### config.mk
export PLATFORM = sky130hd
export DESIGN_NAME = isq_age_select
export DESIGN_NICKNAME = d
export VERILOG_FILES = /design/src/rtl/isq_age_select.sv
export SDC_FILE = /design/constraint.sdc
export NUM_CORES = 1
export LEC_CHECK = 0
export BUFFER_PORTS_ARGS = -buffer_cell sky130_fd_sc_hd__buf_2
export CAP_MARGIN = 20
export CORE_MARGIN = 3
export CORE_UTILIZATION = 53
export CTS_CLUSTER_SIZE = 10
export DETAILED_ROUTE_END_ITERATION = 6
export PLACE_DENSITY = 0.9
export REMOVE_ABC_BUFFERS = 1
export SLEW_MARGIN = 10
export SYNTH_ARGS = -nofsm -noshare
export SYNTH_HDL_FRONTEND = slang
export SYNTH_SLANG_ARGS = --single-unit
### constraint.sdc
create_clock -name clock -period 3.75 [get_ports clock]
set_input_delay 0.375 -clock clock [delete_from_list [all_inputs] [get_ports clock]]
set_output_delay 0.375 -clock clock [all_outputs]
set_load 0.03 [all_outputs]
### src/rtl/isq_age_select.sv
// -----------------------------------------------------------------------------
// isq_age_select
//
// Allocation and oldest-first issue selector for one issue queue. It sits next
// to the array of age_buffer_entry instances: it hands out free slots to the
// upstream allocator (driving each entry's wr_en), watches every entry's
// ready_to_dequeue_out, selects the oldest ready entry onto a registered
// valid/ready issue port and drives that entry's clear_entry when it issues.
//
// Optional feature macro: ISQ_AGE_SELECT_OLDEST_EN
//   defined     : a DEPTH x DEPTH age matrix is kept and the oldest ready
//                 entry wins selection.
//   not defined : no age matrix; the lowest-index ready entry wins. All other
//                 behaviour and timing are identical.
//
// Ports
//   clock        in   sole clock, rising edge
//   reset        in   synchronous, active-high reset
//   enq_valid    in   allocate one entry this cycle
//   enq_ready    out  a free slot exists (and no reset/flush)
//   enq_idx      out  lowest-index free slot
//   entry_wr_en  out  one-hot write enable of the allocated slot
//   entry_ready  in   per-entry ready_to_dequeue_out
//   entry_clear  out  per-entry clear_entry (issue or flush)
//   issue_valid  out  registered: an entry is presented
//   issue_idx    out  registered: index of the presented entry
//   issue_ready  in   downstream accepts the presented entry
//   flush        in   discard every entry and any pending issue
//   occupancy    out  registered count of allocated slots
// -----------------------------------------------------------------------------
module isq_age_select #(
    parameter int DEPTH = 8,
    parameter int IDX_W = $clog2(DEPTH)
) (
    input  logic                         clock,
    input  logic                         reset,
    input  logic                         enq_valid,
    output logic                         enq_ready,
    output logic [IDX_W-1:0]             enq_idx,
    output logic [DEPTH-1:0]             entry_wr_en,
    input  logic [DEPTH-1:0]             entry_ready,
    output logic [DEPTH-1:0]             entry_clear,
    output logic                         issue_valid,
    output logic [IDX_W-1:0]             issue_idx,
    input  logic                         issue_ready,
    input  logic                         flush,
    output logic [$clog2(DEPTH+1)-1:0]   occupancy
);

    localparam int OCC_W = $clog2(DEPTH + 1);
    localparam logic [DEPTH-1:0] ONE = {{(DEPTH-1){1'b0}}, 1'b1};

    // State
    logic [DEPTH-1:0] occ_q, occ_d;
    logic             issue_valid_q, issue_valid_d;
    logic [IDX_W-1:0] issue_idx_q, issue_idx_d;
    logic [OCC_W-1:0] occupancy_q, occupancy_d;

    // Combinational helpers
    logic             enq_fire;
    logic             issue_fire;
    logic [DEPTH-1:0] hold;
    logic [DEPTH-1:0] cand;
    logic [IDX_W-1:0] win_idx;

    // -------------------------------------------------------------------------
    // Allocation side
    // -------------------------------------------------------------------------
    // Scan from the top so the last assignment is the lowest free index.
    always_comb begin
        enq_idx = '0;
        for (int i = DEPTH - 1; i >= 0; i--) begin
            if (!occ_q[i]) begin
                enq_idx = i[IDX_W-1:0];
            end
        end
    end

    // Full is judged on registered occupancy bits, so a slot freed by an issue
    // this cycle is only offered from the next cycle on.
    assign enq_ready   = !reset && !flush && !(&occ_q);
    assign enq_fire    = enq_valid && enq_ready;
    assign entry_wr_en = enq_fire ? (ONE << enq_idx) : '0;

    // -------------------------------------------------------------------------
    // Issue side
    // -------------------------------------------------------------------------
    assign issue_fire = issue_valid_q && issue_ready && !flush && !reset;

    // The presented entry stays occupied until it is accepted; masking it out
    // keeps it from being picked a second time.
    assign hold = issue_valid_q ? (ONE << issue_idx_q) : '0;
    assign cand = entry_ready & occ_q & ~hold;

    always_comb begin
        entry_clear = '0;
        if (reset) begin
            entry_clear = '0;
        end else if (flush) begin
            entry_clear = '1;
        end else if (issue_fire) begin
            entry_clear = hold;
        end
    end

`ifdef ISQ_AGE_SELECT_OLDEST_EN
    // age_q[i][j] = 1 when slot i is older than slot j.
    logic [DEPTH-1:0] age_q [DEPTH];
    logic [DEPTH-1:0] age_d [DEPTH];
    logic             older_seen;
    logic             win_found;

    // A candidate wins when no other candidate is older than it. The age
    // relation is a strict total order over allocated slots, so exactly one
    // candidate survives whenever cand is non-zero.
    always_comb begin
        win_idx    = '0;
        win_found  = 1'b0;
        older_seen = 1'b0;
        for (int i = 0; i < DEPTH; i++) begin
            older_seen = 1'b0;
            for (int j = 0; j < DEPTH; j++) begin
                if ((j != i) && cand[j] && age_q[j][i]) begin
                    older_seen = 1'b1;
                end
            end
            if (cand[i] && !older_seen && !win_found) begin
                win_idx   = i[IDX_W-1:0];
                win_found = 1'b1;
            end
        end
    end

    // A newly allocated slot is younger than every slot already allocated.
    // Rows/columns of free slots are left stale; they are rewritten here on
    // the next allocation before they can matter.
    always_comb begin
        for (int i = 0; i < DEPTH; i++) begin
            age_d[i] = age_q[i];
        end
        if (enq_fire) begin
            for (int j = 0; j < DEPTH; j++) begin
                age_d[enq_idx][j] = 1'b0;
                age_d[j][enq_idx] = occ_q[j];
            end
        end
    end

    always_ff @(posedge clock) begin
        if (reset) begin
            for (int i = 0; i < DEPTH; i++) begin
                age_q[i] <= '0;
            end
        end else begin
            for (int i = 0; i < DEPTH; i++) begin
                age_q[i] <= age_d[i];
            end
        end
    end
`else
    // Without the age matrix the lowest-index candidate wins.
    always_comb begin
        win_idx = '0;
        for (int i = DEPTH - 1; i >= 0; i--) begin
            if (cand[i]) begin
                win_idx = i[IDX_W-1:0];
            end
        end
    end
`endif

    // -------------------------------------------------------------------------
    // Next-state logic
    // -------------------------------------------------------------------------
    always_comb begin
        occ_d         = occ_q;
        issue_valid_d = issue_valid_q;
        issue_idx_d   = issue_idx_q;
        occupancy_d   = occupancy_q;
        if (flush) begin
            occ_d         = '0;
            issue_valid_d = 1'b0;
            occupancy_d   = '0;
        end else begin
            if (issue_fire) begin
                occ_d[issue_idx_q] = 1'b0;
            end
            // The enqueued slot is free in occ_q, so it never collides with
            // the slot being issued.
            if (enq_fire) begin
                occ_d[enq_idx] = 1'b1;
            end
            // Reload only when nothing is presented or it is being accepted;
            // otherwise the presented entry stays put even if an older one
            // becomes ready.
            if (!issue_valid_q || issue_ready) begin
                issue_valid_d = |cand;
                issue_idx_d   = win_idx;
            end
            occupancy_d = occupancy_q + OCC_W'(enq_fire) - OCC_W'(issue_fire);
        end
    end

    always_ff @(posedge clock) begin
        if (reset) begin
            occ_q         <= '0;
            issue_valid_q <= 1'b0;
            issue_idx_q   <= '0;
            occupancy_q   <= '0;
        end else begin
            occ_q         <= occ_d;
            issue_valid_q <= issue_valid_d;
            issue_idx_q   <= issue_idx_d;
            occupancy_q   <= occupancy_d;
        end
    end

    assign issue_valid = issue_valid_q;
    assign issue_idx   = issue_idx_q;
    assign occupancy   = occupancy_q;

endmodule

==> Word level (Yosys, flattened, before mapping) <==
Cells that the tools add are included.
{ "word_totals": {"wordCells": 64, "out_inout_bits": 28, "latchBits": 0, "input_bits": 13, "rom_bits": 0, "ramBits": 0, "ff_bits": 16, "n_memories": 0} }
{ "classes": {"n_div": 0, "bitwise": 7, "shift": 2, "addsub": 2, "muxes": 28, "eq_ne": 0, "mul": 0, "magnitude_cmp": 4, "n_reduce_logical": 17} }
{ "ops": {"columns": ["op", "count"], "rows": [
  ["8-bit 2-to-1 mux", 8],
  ["3-bit 2-to-1 mux", 16],
  ["8-bit bitwise AND", 3],
  ["8-bit inverter", 2],
  ["1-bit by 3-bit left shift with 8-bit output (first input constant)", 2],
  ["1-bit logical AND", 8],
  ["3-bit by 4-bit less-than comparator with 1-bit output (second input constant)", 2],
  ["8-bit OR", 1],
  ["8-bit AND reduction", 1],
  ["8-bit OR reduction", 1],
  ["1-bit demux with 3-bit select", 2],
  ["3-bit by 1-bit greater-or-equal comparator with 1-bit output (second input constant)", 2],
  ["4-bit by 1-bit adder with 4-bit output", 1],
  ["1-bit zero test", 4],
  ["4-bit by 1-bit subtractor with 4-bit output", 1],
  ["1-bit 2-to-1 mux", 2],
  ["2-bit AND reduction", 1],
  ["2-bit OR reduction", 1],
  ["1-bit logical OR", 1],
  ["1-bit inverter", 1]
]} }

==> Depth between registers and ports, before layout <==
{ "depth": {"word_depth": 14, "mapped_depth": 12, "ltp_nobuf": 11} }

==> Worst setup path after synthesis <==
No wires, ideal clock.
{ "synth_path": {"path_type": "input-to-reg", "start": "input port flush", "end": "register occupancy_q[2] (netlist: occupancy[2])", "t_arrival_ps": 2615, "setup_time_ps": 128, "path_stages": 12, "path_buffers": 2, "required_time_ps": 3622, "slack_ps": 1008, "path_cell_list": "buf_2 > or2_0 > clkbuf_1 > a31oi_1 > nand2_1 > ha_1 > inv_1 > ha_1 > inv_1 > fa_1 > xor2_1 > nor2_1"} }
{ "synth_via": {"elab_chain_len": 6, "elab_cells_between_ends": 9, "cone_classes": "add/sub (2); reduce/logical (7)"} }
{ "synth_lines": {"columns": ["element", "line", "source"], "rows": [
  ["from (decl)", "46", "input logic flush,"],
  ["1-bit zero test", "81", "assign enq_ready = !reset && !flush && !(&occ_q);"],
  ["1-bit logical AND (2 in series)", "81", null],
  ["via enq_ready", "38", "output logic enq_ready,"],
  ["1-bit logical AND", "82", "assign enq_fire = enq_valid && enq_ready;"],
  ["4-bit by 1-bit adder with 4-bit output", "200", "occupancy_d = occupancy_q + OCC_W'(enq_fire) - OCC_W'(issue_fire);"],
  ["4-bit by 1-bit subtractor with 4-bit output", "200", null],
  ["to (signal assigned)", "214", "occupancy_q <= occupancy_d;"],
  ["to (decl)", "57", "logic [OCC_W-1:0] occupancy_q, occupancy_d;"]
]} }
The timed path passes the listed nets, and every way through them passes these cells.
A chain may end at the register's enable or synchronous reset.

==> Worst setup path after layout <==
{ "layout_path": {"start": "register issue_idx_q[0] (netlist: issue_idx[0])", "end": "output port entry_clear[1]"} }
{ "layout_via": {"elab_chain_len": 5} }
{ "layout_lines": {"columns": ["element", "line", "source"], "rows": [
  ["from (decl)", "56", "logic [IDX_W-1:0] issue_idx_q, issue_idx_d;"],
  ["from (signal assigned)", "213", "issue_idx_q <= issue_idx_d;"],
  ["1-bit by 3-bit left shift with 8-bit output", "92", "assign hold = issue_valid_q ? (ONE << issue_idx_q) : '0;"],
  ["8-bit 2-to-1 mux", "92", null],
  ["8-bit 2-to-1 mux", "101", "end else if (issue_fire) begin"],
  ["8-bit 2-to-1 mux", "99", "end else if (flush) begin"],
  ["8-bit 2-to-1 mux", "97", "if (reset) begin"],
  ["to (decl)", "42", "output logic [DEPTH-1:0] entry_clear,"]
]} }
Every way passes these cells.

==> impl_results.md <==
- Final ANT Viol Nets: 0
- # fillers: 172
- Vias post-DR: 1272
- Site Rows: 16
- CTS root buf: clkbuf_4
- Worst setup EP type: output pin
- Number of global-route vias before repair: 1190
- R2r startpoint: occ_q[0]
- Post-CTS Setup Repair Bufs: 0
- Worst Path Max Fanout: 11
- Yosys reg bits: 16
- Final worst slack: 1.41 ns
- Place WS: 1.24 ns
- RSZ-0062 raised after global routing: no
- Pwr/cell area: 243 nW/um^2
- Hold bufs inserted after CTS: 0
- Htree depth: 1
- Antenna diodes: 0
- Commonest non-fill, non-tap cell in the layout: buf_2
- Register area share after synthesis: 27.3%
- Fraction of layout cells with a size suffix above 1: 25.6%
- Post-DP HPWL: 2410 um
- Synth async-reset ratio: 0%
- Hold endpoint: occ_q[0]
- Router iterations before antenna repair: 4
- Post-synthesis cell type count: 40
- Vias per inst: 5.63
- Final period util: 62.4%
- Final Slew Violations: 0
- Drt total wl: 3100 um
- Clk_skew: 0.00684 ns
- Final hold slack: 0.357 ns
- Die span in y: 53.0 um
- CTS Buffer Depth: 2
- Final setup vio count: 0
- Cells on worst reg2reg path: 11
- CTS tree: built
- Register area: 320 sq um
- Worst vdd ir: 0.232 mV
- Multi-input logic area: 741 sq um
- Slew margin rel.: 62.4%
- Max-cap viol count: 0
- Routability cong.: 0.944
- Mapped Cells: 161
- Post-CTS Resized: 0
- Clock buffer count from CTS: 3
- Maximum number of pins on one net before global-route repair: 16
- Syn_area_per_cell: 7.28 sq um
- Number of I/O port buffers: 40
- Worst slew pin tran: 0.563 ns
- Reg2reg setup slack: 1.51 ns
- Total global routing overflow: 0
- Residual DRC count: 0
- Initial antenna violation count: 0
- Status: finished clean
- Global-route usage over all layers: 24.8%
- Worst-path clk slew: 0.10 ns
- Leakage power: 0.000694 uW
- Setup CP Type: register to output pin
- Critical path startpoint category: register
- Final Hold Fails: 0
- Worst endpoint required time: 3.38 ns
- Cell area after synthesis: 1170 sq um
- Initial DRC count: 38
- FMAX: 427 MHz
- Width of the die: 53.0 um
- Final setup TNS: 0 ns
- CP Data Arrival Time: 1.96 ns
- Most frequent cells in the layout: 40 x buf_2, 31 x nor2_1, 17 x inv_1
- Io pins: 41
- Hold Path Stages: 3
- Min Tclk post-route: 2.34 ns
- Num Clock Sinks: 16
- Drt wl/cell: 13.7 um
- Hold wc startpoint: enq_valid
- Post-synth EDFFs: 0
- Most used DFF post-synth: dfxtp_1
- CORE AREA: 2020 sq um
- Nets: 218
- Area Growth Syn to Fin: 19.6%
- DIE AREA: 2810 sq um
- First-pass GRT wire length: 5090 um
- Power, Total: 340 uW
- Critical R2R Capture: occupancy[2]
- Hold/Removal Path Class: primary input to register
- Starting density of the core: 58.0%
- Worst skew pair latency: 0.30 ns
- Synth warn: 0
==> flip-flops by register name, indices dropped and copies added, names as in the netlist <==
name / count
issue_valid: 1
occupancy: 4
occ_q: 8
issue_idx: 3
==> metrics by stage <==
step | instances | utilization (%) | instance area [sq um]
after global routing | 226 | 69.4 | 1400
final | 226 | 69.4 | 1400
after detailed placement | 222 | 67.6 | 1370
after global placement | 222 | 67.6 | 1370
after CTS | 226 | 69.4 | 1400
after floorplan | 154 | - | 1120
==> where the power goes <==
group / switching (uW) / internal, uW
sequential: 1.72 / 171
combinational: 33.1 / 16.8
clock: 58.4 / 59.3
==> per-layer routing <==
layer / part of all wire [%] / GRT usage, % / wire, um
met1: 40 / 28.2 / 1230
met2: 49 / 43.0 / 1530
met3: 8.2 / 6.48 / 253
met4: 2.7 / 11.1 / 84
met5: 0 / 0 / 0
==> worst max-delay path: stages, from the launching register on <==
cell and delay [ns]:
dfxtp_1 0.56, nand4_1 0.35, nor3_1 0.37, nor2_1 0.09, nor2_1 0.10, buf_2 0.20
==> synth_stat cells (all sizes together), types with 2 or more instances <==
cell,number,area [sq um]
o311ai,2,25.0
nand4,3,18.8
ha,4,50.1
o21ba,3,30.0
o21ai,10,50.1
xor2,2,17.5
dfxtp,16,320
a31oi,5,37.5
nor3b,2,15.0
nand2b,7,51.3
a21oi,10,50.1
clkbuf,2,7.51
or2,2,12.5
a32o,2,20.0
inv,17,63.8
nor2,31,116
nor3,2,15.0
nand2,14,52.6
nand3,4,20.0
o211ai,5,47.5
a311oi,2,17.5
buf,5,40.0
nor2b,3,18.8
==> worst max path at each step <==
stage	startpoint	to	slack, ns	cells after the start
global route	issue_idx[0]	entry_clear[1]	1.27	5
CTS	issue_idx[0]	entry_clear[1]	1.43	5
finish	issue_idx[0]	entry_clear[1]	1.41	5
global placement	flush	occupancy[2]	1.40	12
detailed placement	flush	occupancy[2]	1.24	12
floorplan	flush	occupancy[2]	1.02	10
==> layout make-up <==
type	count	area share, %
flip-flops and latches	16	22.8
clock buffers	4	2.59
repair buffers	41	14.8
inverters	17	4.55
multi-input cells	121	52.8
well taps	27	2.41
==> cells by family after synthesis <==
group	count (synthesis)	share of synthesized area [%]
xor gates and xnor gates	3	2.24
AOI/OAI and AO/OA	42	25.8
buffers and inverters	24	9.50
adders and majority gates	5	5.98
and+or+nand+nor	71	29.1
DFF	16	27.3
Power figures use the tool's default switching activity.
